[src/rtl/mem_stage_if.sv]
// Bundle of the MS stage's pipeline handshakes, WB bus, forward bus,
// flush lines and data-SRAM response. The stage itself uses the slave
// view; the surrounding pipeline (or a bench) drives through the master view.
interface mem_stage_if #(
   parameter int ES_TO_MS_BUS_WD = 175,
   parameter int MS_TO_WS_BUS_WD = 168,
   parameter int MS_FORWARD_WD   = 40
) ();
   logic                       ws_allowin;
   logic                       ms_allowin;
   logic                       es_to_ms_valid;
   logic [ES_TO_MS_BUS_WD-1:0] es_to_ms_bus;
   logic                       es_req_inflight;
   logic                       ms_to_ws_valid;
   logic [MS_TO_WS_BUS_WD-1:0] ms_to_ws_bus;
   logic [MS_FORWARD_WD-1:0]   ms_forward;
   logic                       ms_excp_ertn;
   logic                       excp_flush;
   logic                       ertn_flush;
   logic                       data_sram_data_ok;
   logic [31:0]                data_sram_rdata;

   modport master (
      output ws_allowin, es_to_ms_valid, es_to_ms_bus, es_req_inflight,
             excp_flush, ertn_flush, data_sram_data_ok, data_sram_rdata,
      input  ms_allowin, ms_to_ws_valid, ms_to_ws_bus, ms_forward, ms_excp_ertn
   );

   modport slave (
      input  ws_allowin, es_to_ms_valid, es_to_ms_bus, es_req_inflight,
             excp_flush, ertn_flush, data_sram_data_ok, data_sram_rdata,
      output ms_allowin, ms_to_ws_valid, ms_to_ws_bus, ms_forward, ms_excp_ertn
   );
endinterface

[src/rtl/mem_stage.sv]
// Memory-access stage: holds one instruction from EX, waits for the
// data-SRAM response of issued loads/stores, aligns and extends load data
// and hands the result to WB. Responses owed to instructions killed by a
// flush are counted and dropped as they arrive.
module mem_stage #(
   parameter int ES_TO_MS_BUS_WD = 175,
   parameter int MS_TO_WS_BUS_WD = 168,
   parameter int MS_FORWARD_WD   = 40
) (
   input  logic        clk,
   input  logic        reset,
   mem_stage_if.slave  io
);
   typedef enum logic [1:0] {S_IDLE, S_WAIT, S_HOLD} state_t;

   state_t                     state;
   logic                       vld_p0;
   logic [ES_TO_MS_BUS_WD-1:0] bus_p0;
   logic [31:0]                data_buf;
   logic [1:0]                 discard_cnt;
   logic [1:0]                 cnt_next;
   logic [2:0]                 cnt_sum;

   logic        flush;
   logic        res_from_mem;
   logic [2:0]  mem_op;
   logic [1:0]  addr;
   logic        req_issued;
   logic        need_data;
   logic        resp_live;
   logic        wait_kill;
   logic        ready_go;
   logic        allowin;
   logic        enter;
   logic [31:0] raw;
   logic [31:0] result;
   logic [MS_TO_WS_BUS_WD-1:0] wb_bus;
   logic [MS_FORWARD_WD-1:0]   fwd;

   // Pick the addressed byte/half of the word and sign/zero extend it.
   function automatic logic [31:0] load_align(input logic [2:0]  op,
                                              input logic [1:0]  a,
                                              input logic [31:0] w);
      logic [31:0]        sh;
      logic signed [7:0]  b;
      logic signed [15:0] h;
      sh = w >> {a, 3'b000};
      b  = signed'(sh[7:0]);
      h  = signed'(a[1] ? w[31:16] : w[15:0]);
      case (op)
         3'd1:    load_align = 32'(b);
         3'd2:    load_align = {24'd0, b};
         3'd3:    load_align = 32'(h);
         3'd4:    load_align = {16'd0, h};
         default: load_align = w;
      endcase
   endfunction

   assign flush        = io.excp_flush | io.ertn_flush;
   assign res_from_mem = bus_p0[168];
   assign mem_op       = bus_p0[171:169];
   assign addr         = bus_p0[173:172];
   assign req_issued   = bus_p0[174];

   assign need_data = vld_p0 & req_issued;
   // A response only belongs to the resident instruction once every
   // response owed to flushed instructions has drained.
   assign resp_live = io.data_sram_data_ok & (discard_cnt == 2'd0);
   assign wait_kill = vld_p0 & need_data & (state == S_WAIT);
   assign ready_go  = ~need_data | ((state == S_WAIT) & resp_live) | (state == S_HOLD);
   assign allowin   = ~vld_p0 | (ready_go & io.ws_allowin);
   assign enter     = io.es_to_ms_valid & allowin;

   assign raw    = (state == S_HOLD) ? data_buf : io.data_sram_rdata;
   assign result = res_from_mem ? load_align(mem_op, addr, raw) : bus_p0[71:40];
   assign wb_bus = {bus_p0[167:72], result, bus_p0[39:0]};
   assign fwd    = {vld_p0 & res_from_mem & ~ready_go, result, bus_p0[37:33],
                    bus_p0[38], 1'b1};

   assign io.ms_allowin     = allowin;
   assign io.ms_to_ws_valid = vld_p0 & ready_go & ~flush;
   assign io.ms_to_ws_bus   = wb_bus;
   assign io.ms_forward     = vld_p0 ? fwd : '0;
   assign io.ms_excp_ertn   = vld_p0 & (bus_p0[72] | bus_p0[32]);

   // Count of responses still owed to killed instructions; a data_ok in the
   // flush cycle is charged to the killed WAIT load or to an older discard.
   always_comb begin
      cnt_sum = {1'b0, discard_cnt};
      if (flush) begin
         cnt_sum = {1'b0, discard_cnt} + {2'b00, wait_kill} + {2'b00, io.es_req_inflight};
         if (io.data_sram_data_ok && (discard_cnt != 2'd0 || wait_kill))
            cnt_sum = cnt_sum - 3'd1;
      end else if (io.data_sram_data_ok && discard_cnt != 2'd0) begin
         cnt_sum = cnt_sum - 3'd1;
      end
      cnt_next = (cnt_sum > 3'd3) ? 2'd3 : cnt_sum[1:0];
   end

   // Response-tracking FSM and discard counter.
   always_ff @(posedge clk) begin
      if (reset) begin
         state       <= S_IDLE;
         discard_cnt <= 2'd0;
      end else begin
         discard_cnt <= cnt_next;
         if (flush) begin
            state <= S_IDLE;
         end else if (enter) begin
            state <= io.es_to_ms_bus[174] ? S_WAIT : S_IDLE;
         end else begin
            case (state)
               S_WAIT:  if (resp_live) state <= io.ws_allowin ? S_IDLE : S_HOLD;
               S_HOLD:  if (io.ws_allowin) state <= S_IDLE;
               default: state <= S_IDLE;
            endcase
         end
      end
   end

   // Stage occupancy.
   always_ff @(posedge clk) begin
      if (reset || flush) vld_p0 <= 1'b0;
      else if (allowin)   vld_p0 <= io.es_to_ms_valid;
   end

   // ---- stage p0 data: EX bus capture and held response while WB stalls ----
   always_ff @(posedge clk) begin
      if (enter) bus_p0 <= io.es_to_ms_bus;
      if ((state == S_WAIT) && resp_live && !io.ws_allowin && !flush)
         data_buf <= io.data_sram_rdata;
   end
endmodule

[src/flat_wrapper.sv]
// flat-port wrapper written by rule: the top's interface ports become plain ports
module mem_stage_flat 
#(
   parameter int ES_TO_MS_BUS_WD = 175,
   parameter int MS_TO_WS_BUS_WD = 168,
   parameter int MS_FORWARD_WD   = 40
)
  (clk, reset, io_ws_allowin, io_es_to_ms_valid, io_es_to_ms_bus, io_es_req_inflight, io_excp_flush, io_ertn_flush, io_data_sram_data_ok, io_data_sram_rdata, io_ms_allowin, io_ms_to_ws_valid, io_ms_to_ws_bus, io_ms_forward, io_ms_excp_ertn);
  mem_stage_if #(.ES_TO_MS_BUS_WD(ES_TO_MS_BUS_WD), .MS_TO_WS_BUS_WD(MS_TO_WS_BUS_WD), .MS_FORWARD_WD(MS_FORWARD_WD)) io_i ();
  input  logic clk;
  input  logic reset;
  input wire logic [$bits(io_i.ws_allowin)-1:0] io_ws_allowin;
  input wire logic [$bits(io_i.es_to_ms_valid)-1:0] io_es_to_ms_valid;
  input wire logic [$bits(io_i.es_to_ms_bus)-1:0] io_es_to_ms_bus;
  input wire logic [$bits(io_i.es_req_inflight)-1:0] io_es_req_inflight;
  input wire logic [$bits(io_i.excp_flush)-1:0] io_excp_flush;
  input wire logic [$bits(io_i.ertn_flush)-1:0] io_ertn_flush;
  input wire logic [$bits(io_i.data_sram_data_ok)-1:0] io_data_sram_data_ok;
  input wire logic [$bits(io_i.data_sram_rdata)-1:0] io_data_sram_rdata;
  output wire logic [$bits(io_i.ms_allowin)-1:0] io_ms_allowin;
  output wire logic [$bits(io_i.ms_to_ws_valid)-1:0] io_ms_to_ws_valid;
  output wire logic [$bits(io_i.ms_to_ws_bus)-1:0] io_ms_to_ws_bus;
  output wire logic [$bits(io_i.ms_forward)-1:0] io_ms_forward;
  output wire logic [$bits(io_i.ms_excp_ertn)-1:0] io_ms_excp_ertn;
  assign io_i.ws_allowin = io_ws_allowin;
  assign io_i.es_to_ms_valid = io_es_to_ms_valid;
  assign io_i.es_to_ms_bus = io_es_to_ms_bus;
  assign io_i.es_req_inflight = io_es_req_inflight;
  assign io_i.excp_flush = io_excp_flush;
  assign io_i.ertn_flush = io_ertn_flush;
  assign io_i.data_sram_data_ok = io_data_sram_data_ok;
  assign io_i.data_sram_rdata = io_data_sram_rdata;
  assign io_ms_allowin = io_i.ms_allowin;
  assign io_ms_to_ws_valid = io_i.ms_to_ws_valid;
  assign io_ms_to_ws_bus = io_i.ms_to_ws_bus;
  assign io_ms_forward = io_i.ms_forward;
  assign io_ms_excp_ertn = io_i.ms_excp_ertn;
  mem_stage #(.ES_TO_MS_BUS_WD(ES_TO_MS_BUS_WD), .MS_TO_WS_BUS_WD(MS_TO_WS_BUS_WD), .MS_FORWARD_WD(MS_FORWARD_WD)) u_core (.clk(clk), .reset(reset), .io(io_i));
endmodule
[config.mk]
export PLATFORM = sky130hd
export DESIGN_NAME = mem_stage_flat
export DESIGN_NICKNAME = d
export VERILOG_FILES = /design/src/rtl/mem_stage_if.sv /design/src/rtl/mem_stage.sv /design/src/flat_wrapper.sv
export SDC_FILE = /design/constraint.sdc
export NUM_CORES = 1
export LEC_CHECK = 0
export BUFFER_PORTS_ARGS = -buffer_cell sky130_fd_sc_hd__buf_2
export CAP_MARGIN = 5
export CORE_AREA = 2 2 167 169
export DETAILED_ROUTE_END_ITERATION = 12
export DIE_AREA = 0 0 169 171
export PLACE_DENSITY_LB_ADDON = 0.15
export RECOVER_POWER = 100
export SYNTH_ARGS = -nofsm -noshare
export SYNTH_HDL_FRONTEND = slang
export SYNTH_SLANG_ARGS = --single-unit
export TNS_END_PERCENT = 10
[constraint.sdc]
create_clock -name clk -period 16.6 [get_ports clk]
set_input_delay 3.32 -clock clk [delete_from_list [all_inputs] [get_ports clk]]
set_output_delay 3.32 -clock clk [all_outputs]
set_load 0.01 [all_outputs]
==> results.ini, run 1 <==
[critical_path]
critical-path-slowest-cell=sky130_fd_sc_hd__and2_0
critPathRequiredTime_ns=16.74
critical_path_peak_fanout=81
cpMostUsedCell=sky130_fd_sc_hd__clkbuf_1
setup.worst_path.start_class=input pin
critical_path.endpoint_type=register
worst-endpoint-arrival_ns=9.87
critical-path-top-delay-family=buffers and inverters
critical_path_class=in2reg
worst-path-buf-inv=3
timing.critical_path.slowest_cell_delay_ns=2.42
timing.critical_path.cells=clkbuf_1 > nand4b_1 > a41oi_1 > and2_0 > clkbuf_1 > buf_4

[drt]
viasPerCell=4.746
routed_wire_length_per_instance_um=20.69
routed_wirelength_um=27330
num_vias=6269
drtIter0Drc=310
detail_route.first_pass.iterations=5
drc=0
final_antenna_net_count=0

[clock_tree]
cts_root_buffer=sky130_fd_sc_hd__clkbuf_16
post_cts_buffers=0
numCtsBuffers=25
clk_pin_slew_worst_paths_ns=0.06
ctsHtreeMaxLevel=1
holdBufCountCts=0
clock_tree_from_tritoncts=done
worst_skew_pair.late_latency_ns=0.52
clock_tree.buffer_depth=3
postCtsResizedCells=0
clock_sinks=212

[global_route]
grt_start_max_net_pins=82
grt_pass1_vias=6170
initial_antenna_violation_count=10
grt.total_usage_pct=17.73
grt.overflow.total=0
grt_first_pass_wirelength_um=38090

[floorplan]
floorplan.initialDensity_pct=34.96
core-area_mm2=0.02732
num_io_pins=426
die_width_um=169
floorplan.die_area_mm2=0.02890
chipHeight_um=171
core.rowCount=61

[sta]
unrepaired_setup_endpoints_after_global_routing=false
timing_hold_violations_final=0
timing.max_slew.rel_slack_pct=-119.7
tightestPinTransition_ns=3.295
min_period_ns=9.724
fin_worst_skew_ns=0.004568
timing.setup.tns_ns=0
max_freq_mhz=102.8
timing.final.ws_setup_ns=6.876
post-route-period-util_pct=58.58
final_max_slew_viol_count=133
setup_violations=0

[flow_run]
timing.max_cap.violations=3

[outcome]
violated_checks=capacitance limit, slew limit
outcome=complete, but fails checks

[finish]
mostFrequentLayoutCell=sky130_fd_sc_hd__clkbuf_1
mostFrequentLayoutCells=248 x sky130_fd_sc_hd__clkbuf_1, 207 x sky130_fd_sc_hd__edfxtp_1, 186 x sky130_fd_sc_hd__buf_2
area.growth.synth_to_final_pct=21.44
layout-drive-gt1-share_pct=24.97
num-fill-cells=2675
finalNetCount=1169
fin_area_mm2=0.01160
share_of_the_core_filled_with_cells_pct=42.46

[synthesis]
postSynthRegisterBits=212
synth-warning-count=0
syn-cell-area_mm2=0.009553
synthesis.instances=652
syn-num-nets=871
yosysUniqueCellTypes=53
syn_avg_cell_area_um2=14.65
dominantRegCellSynth=sky130_fd_sc_hd__edfxtp_1
synth.yosys.seq_area_share_pct=66.12
synth_edf_count=207
synthArstFlopShare_pct=0

[hold_path]
min-delay-path-class=reg2reg

[pwr]
internal_power_mw=1.062
power.share.clock_pct=43.9
powerDensity_mw_per_mm2=119.0
power_switching_share_pct=23.05
p_sw_mw=0.3182
leakage_nw=4.487
power.combinational.fraction_pct=10.2
power.ir.vdd_worst_uv=93.77
share_seq_of_total_power_pct=45.8

[placed_design]
place_hpwl_um=20360
buffer_ports.inserted=425
pre_cts_slack_ns=8.128
placedInstanceArea_mm2=0.01102
gp_congestion=0.7700

## cell usage after synthesis, types with 10 or more instances
master	instances	share of area, %
sky130_fd_sc_hd__clkbuf_1	16	0.63
sky130_fd_sc_hd__o221a_1	14	1.7
sky130_fd_sc_hd__mux2i_1	35	3.7
sky130_fd_sc_hd__edfxtp_1	207	65
sky130_fd_sc_hd__o21ai_0	10	0.52
sky130_fd_sc_hd__nand2_1	12	0.47
sky130_fd_sc_hd__and2_1	13	0.85
sky130_fd_sc_hd__o22a_1	16	1.5
sky130_fd_sc_hd__nor2_1	46	1.8
sky130_fd_sc_hd__mux4_2	10	2.4
sky130_fd_sc_hd__a21oi_1	23	1.2
sky130_fd_sc_hd__nor3_1	13	0.68
sky130_fd_sc_hd__buf_4	141	11
sky130_fd_sc_hd__inv_1	10	0.39
## metal layers
metal / part of all wire, % / vias to the layer above / global-route usage (%)
met1: 37 / 2978 / 19.69
met5: 0.12 / - / 0
li1: - / 2940 / -
met3: 9.3 / 44 / 6.130
met2: 51 / 301 / 32.11
met4: 2.4 / 6 / 5.314
## sequential cells by signal, indices dropped and copies added (netlist names)
| signal | cells |
|---|---|
| u_core.state | 2 |
| u_core.data_buf | 32 |
| u_core.bus_p0 | 175 |
| u_core.vld_p0 | 1 |
| u_core.discard_cnt | 2 |
## cell type report
| type | count | area [µm²] | share of cell area (%) |
|---|---|---|---|
| multi-input combinational | 267 | 2011 | 17.33 |
| timing repair buffer | 434 | 1881 | 16.21 |
| clock buffer | 30 | 644.4 | 5.554 |
| antenna | 6 | 15.01 | 0.1294 |
| inverter | 10 | 37.54 | 0.3236 |
| tap | 346 | 432.9 | 3.732 |
| sequential | 212 | 6316 | 54.44 |
| clock inverter | 16 | 264.0 | 2.276 |
## stage by stage
stage               std cells  total power, mW  hold slack, ns
floorplan                 652           0.7442          0.5663
global placement         1269           0.7933          0.6213
detailed placement       1269           0.7952          0.6206
CTS                      1315            1.408          0.6320
global route             1319            1.432          0.6781
finish                   1321            1.380          0.6238
## power groups by stage
stage               registers [mW]  clock network, mW  logic, mW
floorplan                    0.643                  0      0.101
global placement             0.642                  0      0.152
detailed placement           0.642                  0      0.153
CTS                          0.631              0.623      0.154
global route                 0.636              0.641      0.156
finish                       0.633              0.606      0.141
## path summary, 6_finish.rpt
path / from / slack [ns] / end / cells past startpoint
setup / recovery: io_data_sram_data_ok / 6.88 / u_core.bus_p0[48] / 6
hold / removal: u_core.discard_cnt[1] / 0.62 / u_core.discard_cnt[1] / 2
setup reg to reg: u_core.vld_p0 / 8.93 / u_core.bus_p0[48] / 6
hold reg to reg: u_core.discard_cnt[1] / 0.62 / u_core.discard_cnt[1] / 2
## tightest hold or removal path, stage by stage, from the launching register on
cell and delay, ns:
sky130_fd_sc_hd__dfxtp_1 0.33, sky130_fd_sc_hd__o211ai_1 0.18, sky130_fd_sc_hd__a21oi_1 0.07
## cells by family (layout without fill, tap and decap cells)
logic type | Yosys count | count (layout) | synth area share, %
multiplexers | 46 | 46 | 6.143
XOR/XNOR | 3 | 3 | 0.2751
AND/OR/NAND/NOR | 116 | 116 | 6.130
other | 0 | 6 | 0
AO/OA/AOI/OAI | 98 | 98 | 8.055
buffers and inverters | 173 | 490 | 12.68
adder cells (fa/ha/maj) | 4 | 4 | 0.6025
flip-flops | 212 | 212 | 66.12
Power figures use the tool's default switching activity.
==> inputs of run 2 (changes only) <==
--- a/config.mk
+++ b/config.mk
@@ -5,11 +5,12 @@
 export SDC_FILE = /design/constraint.sdc
 export NUM_CORES = 1
 export LEC_CHECK = 0
+export ABC_AREA = 1
 export BUFFER_PORTS_ARGS = -buffer_cell sky130_fd_sc_hd__buf_2
 export CAP_MARGIN = 5
-export CORE_AREA = 2 2 167 169
+export CORE_AREA = 2 2 166 168
 export DETAILED_ROUTE_END_ITERATION = 12
-export DIE_AREA = 0 0 169 171
+export DIE_AREA = 0 0 168 170
 export PLACE_DENSITY_LB_ADDON = 0.15
 export RECOVER_POWER = 100
 export SYNTH_ARGS = -nofsm -noshare
==> constraint.sdc (replaced) <==
create_clock -name clk -period 9.5 [get_ports clk]
set_input_delay 1.9 -clock clk [delete_from_list [all_inputs] [get_ports clk]]
set_output_delay 1.9 -clock clk [all_outputs]
set_load 0.01 [all_outputs]
==> results.ini, run 2 <==
[floorplan]
core.rowCount=60  ; -1.6%
floorplan.initialDensity_pct=37.74  ; +2.8 points
core-area_mm2=0.02665  ; -2.5%
floorplan.die_area_mm2=0.02856  ; -1.2%
die_width_um=168  ; -0.59%
num_io_pins=426  ; unchanged
chipHeight_um=170  ; -0.58%

[critical_path]
critical_path_class=reg2out
critical_path_peak_fanout=49  ; -40%
worst-endpoint-arrival_ns=4.52  ; -5.35 ns
critical_path.endpoint_type=output pin
critPathRequiredTime_ns=7.60  ; -9.14 ns
setup.worst_path.start_class=register

[pwr]
power_switching_share_pct=24.77  ; +1.7 points
report.power.total_mw=2.293  ; +66%
powerDensity_mw_per_mm2=194.0  ; +63%
p_sw_mw=0.5679  ; +79%
share_seq_of_total_power_pct=48.1  ; +2.3 points
internal_power_mw=1.725  ; +62%
leakage_nw=5.132  ; +14%
power.combinational.fraction_pct=12.5  ; +2.3 points
power.share.clock_pct=39.4  ; -4.5 points
power.ir.vdd_worst_uv=165.0  ; +76%

[sta]
post-route-period-util_pct=67.56
timing_hold_violations_final=0  ; unchanged
max_freq_mhz=155.8
final_max_slew_viol_count=83  ; -38%
setup_violations=0  ; unchanged
fin_worst_skew_ns=0.01219  ; +0.007619 ns
timing.setup.tns_ns=0  ; unchanged
timing.max_slew.rel_slack_pct=-24.88  ; +95 points
fin_worst_hold_slack_ns=0.7303  ; +0.1066 ns
timing.final.ws_setup_ns=3.081  ; -3.794 ns
min_period_ns=6.419
unrepaired_setup_endpoints_after_global_routing=false
tightestPinTransition_ns=1.873  ; -1.422 ns

[drt]
final_antenna_net_count=0  ; unchanged
drc=0  ; unchanged
routed_wire_length_per_instance_um=18.62  ; -10%
viasPerCell=4.444  ; -6.3%
num_vias=6960  ; +11%
routed_wirelength_um=29150  ; +6.7%
detail_route.first_pass.iterations=5  ; unchanged
drtIter0Drc=355  ; +15%

[synthesis]
synth_edf_count=207  ; unchanged
dominantRegCellSynth=sky130_fd_sc_hd__edfxtp_1
synthesis.instances=912  ; +40%
syn_avg_cell_area_um2=11.03  ; -25%
syn-cell-area_mm2=0.01006  ; +5.3%
synth.yosys.seq_area_share_pct=62.79  ; -3.3 points
postSynthRegisterBits=212  ; unchanged
synthArstFlopShare_pct=0  ; unchanged
top_cells_by_count_synth=207 x sky130_fd_sc_hd__edfxtp_1, 202 x sky130_fd_sc_hd__nand2_1, 139 x sky130_fd_sc_hd__buf_4
post_synth_main_area_contributors=sky130_fd_sc_hd__edfxtp_1 62%, sky130_fd_sc_hd__buf_4 10%, sky130_fd_sc_hd__nand2_1 7.5%
yosysUniqueCellTypes=37  ; -30%
synth_largest_type_area_fraction_pct=61.80  ; -3.3 points
syn-num-nets=1131  ; +30%
synth.most_common_cell=sky130_fd_sc_hd__edfxtp_1
synth-warning-count=0  ; unchanged
synthDominantAreaCellType=sky130_fd_sc_hd__edfxtp_1

[clock_tree]
clock_tree_from_tritoncts=done
holdBufCountCts=0  ; unchanged
postCtsResizedCells=0  ; unchanged
clk_pin_slew_worst_paths_ns=0.06  ; about the same
worst_skew_pair.late_latency_ns=0.52  ; about the same
clock_tree.buffer_depth=3  ; unchanged
ctsHtreeMaxLevel=1  ; unchanged
numCtsBuffers=25  ; unchanged
cts_root_buffer=sky130_fd_sc_hd__clkbuf_16
post_cts_buffers=0  ; unchanged
clock_sinks=212  ; unchanged

[global_route]
grt_start_max_net_pins=108  ; +32%
grt.overflow.total=0  ; unchanged
initial_antenna_violation_count=12  ; +2
grt.total_usage_pct=19.64  ; +1.9 points
grt_first_pass_wirelength_um=41700  ; +9.5%
grt_pass1_vias=6893  ; +12%

[placed_design]
place_hpwl_um=22520  ; +11%
pre_cts_slack_ns=4.105  ; -4.023 ns
gp_congestion=0.8122  ; +5.5%
dp.cells=1515  ; +19%
buffer_ports.inserted=425  ; unchanged
placedInstanceArea_mm2=0.01140  ; +3.5%

[finish]
layout-drive-gt1-share_pct=24.24  ; -0.73 points
area.growth.synth_to_final_pct=17.50
share_of_the_core_filled_with_cells_pct=44.35  ; +1.9 points
finalNetCount=1420  ; +21%
fin_area_mm2=0.01182  ; +1.9%
reg_top3=u_core.bus_p0: 175 flops, u_core.data_buf: 32 flops
fin_cells=1566  ; +19%
mostFrequentLayoutCells=225 x sky130_fd_sc_hd__clkbuf_1, 209 x sky130_fd_sc_hd__buf_2, 207 x sky130_fd_sc_hd__edfxtp_1
num-fill-cells=2653  ; -0.82%
largest_register=u_core.bus_p0
register_area_mm2=0.006316  ; unchanged
multi_input_area_mm2=0.002051  ; +2.0%
largest_register_ff_count=175  ; unchanged
mostFrequentLayoutCell=sky130_fd_sc_hd__clkbuf_1

[outcome]
violated_checks=capacitance limit, slew limit
outcome=complete, but fails checks

[hold_path]
min-delay-path-class=reg2reg

[flow_run]
timing.max_cap.violations=2  ; -1

run 2: critical path, stage by stage, from the launching register on:
cell                       delay (ns)
sky130_fd_sc_hd__dfxtp_1         0.86
sky130_fd_sc_hd__nand2_1         1.25
sky130_fd_sc_hd__nand2_1         0.42
sky130_fd_sc_hd__nand3_2         0.11
sky130_fd_sc_hd__nand3_1         0.17
sky130_fd_sc_hd__nand3_4         0.29
sky130_fd_sc_hd__nand2_1         0.17
sky130_fd_sc_hd__o21ai_0         0.16
sky130_fd_sc_hd__nor2_1          0.21
sky130_fd_sc_hd__clkbuf_1        0.34
run 2: layer usage:
| metal | share of wire (%) | track usage, % |
|---|---|---|
| met1 | 36 | 20.82 |
| met2 | 52 | 36.06 |
| met3 | 9.2 | 8.070 |
| met4 | 2.2 | 5.255 |
| met5 | 0.23 | 0 |
run 2: kinds of logic after synthesis:
logic type | count (synthesis) | share of synthesized area, %
and+or+nand+nor | 381 | 17.45
buffers and inverters | 262 | 16.02
DFF | 212 | 62.79
AOI/OAI and AO/OA | 50 | 2.874
adders and majority gates | 4 | 0.5723
muxes | 2 | 0.1990
xor gates and xnor gates | 1 | 0.08709
run 2: worst paths after layout:
path | from | end | slack (ns) | cells past startpoint
min reg2reg | u_core.state[0] | u_core.state[1] | 0.73 | 4
max | u_core.state[1] | io_ms_forward[16] | 3.08 | 9
min | u_core.state[0] | u_core.state[1] | 0.73 | 4
max reg2reg | u_core.state[1] | u_core.bus_p0[4] | 4.38 | 7
run 2: layout make-up:
class,instances,share of cell area (%)
Antenna cell,8,0.1694
Clock buffer,33,5.547
Clock inverter,10,0.8575
Inverter,94,3.028
Multi-Input combinational cell,438,17.35
Sequential cell,212,53.44
Tap cell,341,3.610
Timing Repair Buffer,430,16.00
run 2: power groups by stage:
stage	combinational [mW]	sequential [mW]	clock (mW)
finish	0.287	1.10	0.902
global route	0.323	1.11	0.955
CTS	0.310	1.10	0.927
detailed placement	0.308	1.12	0
global placement	0.307	1.12	0
floorplan	0.208	1.12	0
==> inputs of run 3 (changes only) <==
--- a/config.mk
+++ b/config.mk
@@ -5,7 +5,7 @@
 export SDC_FILE = /design/constraint.sdc
 export NUM_CORES = 1
 export LEC_CHECK = 0
-export ABC_AREA = 1
+export ABC_AREA = 0
 export BUFFER_PORTS_ARGS = -buffer_cell sky130_fd_sc_hd__buf_2
 export CAP_MARGIN = 5
 export CORE_AREA = 2 2 166 168
==> constraint.sdc (replaced) <==
create_clock -name clk -period 5.4 [get_ports clk]
set_input_delay 1.08 -clock clk [delete_from_list [all_inputs] [get_ports clk]]
set_output_delay 1.08 -clock clk [all_outputs]
set_load 0.01 [all_outputs]
==> results.ini, run 3 (synthesized netlist as in run 1, its figures left out) <==
[sta]
timing.setup.tns_ns=0  ; unchanged
timing_hold_violations_final=0  ; unchanged
tightestPinTransition_ns=1.908  ; +0.03513 ns
timing.max_slew.rel_slack_pct=-27.23  ; -2.3 points
min_period_ns=4.606
post-route-period-util_pct=85.30
final_max_slew_viol_count=56  ; -33%
max_freq_mhz=217.1
unrepaired_setup_endpoints_after_global_routing=false
setup_violations=0  ; unchanged
fin_worst_hold_slack_ns=0.6384  ; -0.09194 ns
timing.final.ws_setup_ns=0.7939  ; -2.288 ns
fin_worst_skew_ns=0.01515  ; +0.002968 ns

[outcome]
outcome=complete, but fails checks
violated_checks=capacitance limit, slew limit

[global_route]
grt_first_pass_wirelength_um=39920  ; -4.3%
grt_start_max_net_pins=112  ; +3.7%
global_route.usage.met1_pct=21.01  ; +0.19 points
grtUsageMet3_pct=7.093  ; -0.98 points
grt_pass1_vias=6277  ; -8.9%
grt.total_usage_pct=18.91  ; -0.74 points
initial_antenna_violation_count=8  ; -4
top_usage_layer=met2
grt_use_met2_pct=33.11  ; -2.9 points
grt.overflow.total=0  ; unchanged

[clock_tree]
holdBufCountCts=0  ; unchanged
numCtsBuffers=24  ; -4.0%
clock_sinks=212  ; unchanged
worst_skew_pair.late_latency_ns=0.53  ; about the same
clock_tree_from_tritoncts=done
post_cts_buffers=0  ; unchanged
postCtsResizedCells=0  ; unchanged
clk_pin_slew_worst_paths_ns=0.06  ; about the same
ctsHtreeMaxLevel=1  ; unchanged
cts_root_buffer=sky130_fd_sc_hd__clkbuf_16
clock_tree.buffer_depth=3  ; unchanged

[pwr]
power.combinational.fraction_pct=11.2  ; -1.3 points
p_sw_mw=0.9535  ; +68%
internal_power_mw=2.939  ; +70%
share_seq_of_total_power_pct=49.9  ; +1.8 points
power_switching_share_pct=24.49  ; -0.27 points
leakage_nw=4.408  ; -14%
power.share.clock_pct=38.9  ; -0.5 points
powerDensity_mw_per_mm2=341.4  ; +76%
power.ir.vdd_worst_uv=267.1  ; +62%

[critical_path]
rr_startpoint=u_core.state[0]
critical_path_peak_fanout=32  ; -35%
crit_start=u_core.state[0]
critical_path.endpoint_type=output pin
ff_to_ff_setup_slack_ns=0.99  ; -3.39 ns
rr_endpoint=u_core.bus_p0[29]
setup.worst_path.start_class=register
timing.reg2reg.worst_path_depth=5  ; -2
critical_path_class=reg2out
worst-endpoint-arrival_ns=3.53  ; -0.99 ns
crit_path_end=io_ms_forward[24]
critPathRequiredTime_ns=4.32  ; -3.28 ns

[finish]
area.growth.synth_to_final_pct=19.36
layout-drive-gt1-share_pct=24.95  ; +0.71 points
share_of_the_core_filled_with_cells_pct=42.78  ; -1.6 points
reg_top3=u_core.bus_p0: 175 flops, u_core.data_buf: 32 flops
mostFrequentLayoutCells=240 x sky130_fd_sc_hd__clkbuf_1, 207 x sky130_fd_sc_hd__edfxtp_1, 193 x sky130_fd_sc_hd__buf_2
finalNetCount=1166  ; -18%
largest_register=u_core.bus_p0
largest_register_ff_count=175  ; unchanged
fin_area_mm2=0.01140  ; -3.5%
num-fill-cells=2619  ; -1.3%
mostFrequentLayoutCell=sky130_fd_sc_hd__clkbuf_1

[drt]
num_vias=6267  ; -10%
detail_route.first_pass.iterations=5  ; unchanged
drc=0  ; unchanged
drtIter0Drc=490  ; +38%
final_antenna_net_count=0  ; unchanged
routed_wire_length_per_instance_um=21.44  ; +15%
routed_wirelength_um=27990  ; -4.0%
viasPerCell=4.802  ; +8.1%

[floorplan]
chipHeight_um=170  ; unchanged
floorplan.initialDensity_pct=35.85  ; -1.9 points
floorplan.die_area_mm2=0.02856  ; unchanged
core-area_mm2=0.02665  ; unchanged
die_width_um=168  ; unchanged
core.rowCount=60  ; unchanged
num_io_pins=426  ; unchanged

[hold_path]
min-delay-path-class=reg2reg
worstHoldStart=u_core.discard_cnt[1]

[placed_design]
buffer_ports.inserted=425  ; unchanged
placedInstanceArea_mm2=0.01101  ; -3.5%
place_hpwl_um=21480  ; -4.6%
pre_cts_slack_ns=1.264  ; -2.842 ns
gp_congestion=0.8005  ; -1.4%

[flow_run]
timing.max_cap.violations=2  ; unchanged

run 3: worst min path at each step:
stage,endpoint,slack (ns),cells after the start
floorplan,u_core.state[1],0.57,2
global placement,u_core.discard_cnt[0],0.64,4
detailed placement,u_core.discard_cnt[1],0.64,2
CTS,u_core.discard_cnt[1],0.65,2
global route,u_core.discard_cnt[1],0.68,2
finish,u_core.discard_cnt[1],0.64,2
run 3: power groups by stage:
stage / sequential (mW) / combinational, mW / clock, mW
6_report: 1.94 / 0.437 / 1.51
5_1_grt: 1.95 / 0.479 / 1.62
2_1_floorplan: 1.97 / 0.312 / 0
3_5_place_dp: 1.97 / 0.470 / 0
4_1_cts: 1.94 / 0.472 / 1.57
3_3_place_gp: 1.97 / 0.468 / 0
run 3: through the flow:
step           power, mW  cells
2_1_floorplan      2.281    652
6_report           3.893   1305
3_5_place_dp       2.445   1262
4_1_cts            3.979   1303
5_1_grt            4.049   1303
3_3_place_gp       2.442   1262
run 3: cell type report:
cell class / count / area (µm²) / share of cell area, %
diodes: 2 / 5.005 / 0.04389
clock buffers: 30 / 623.1 / 5.465
clock inverters: 11 / 98.84 / 0.8669
inverters: 10 / 37.54 / 0.3292
multi-input cells: 267 / 2003 / 17.57
flip-flops and latches: 212 / 6316 / 55.39
well taps: 341 / 426.7 / 3.742
repair buffers: 432 / 1892 / 16.59
run 3: critical path, cell delays in order, from the launching register on:
cell and delay [ns]:
sky130_fd_sc_hd__dfxtp_1 0.36, sky130_fd_sc_hd__nand2b_1 0.40, sky130_fd_sc_hd__mux4_2 0.57, sky130_fd_sc_hd__a221oi_1 0.28, sky130_fd_sc_hd__nand2_1 0.73, sky130_fd_sc_hd__o221a_2 0.52
sky130_fd_sc_hd__clkbuf_1 0.14
run 3: metal layers:
| metal | vias to the layer above | part of all wire [%] |
|---|---|---|
| met2 | 297 | 51 |
| li1 | 2922 | - |
| met4 | 14 | 4.0 |
| met1 | 2967 | 36 |
| met3 | 67 | 8.9 |
| met5 | - | 0.33 |
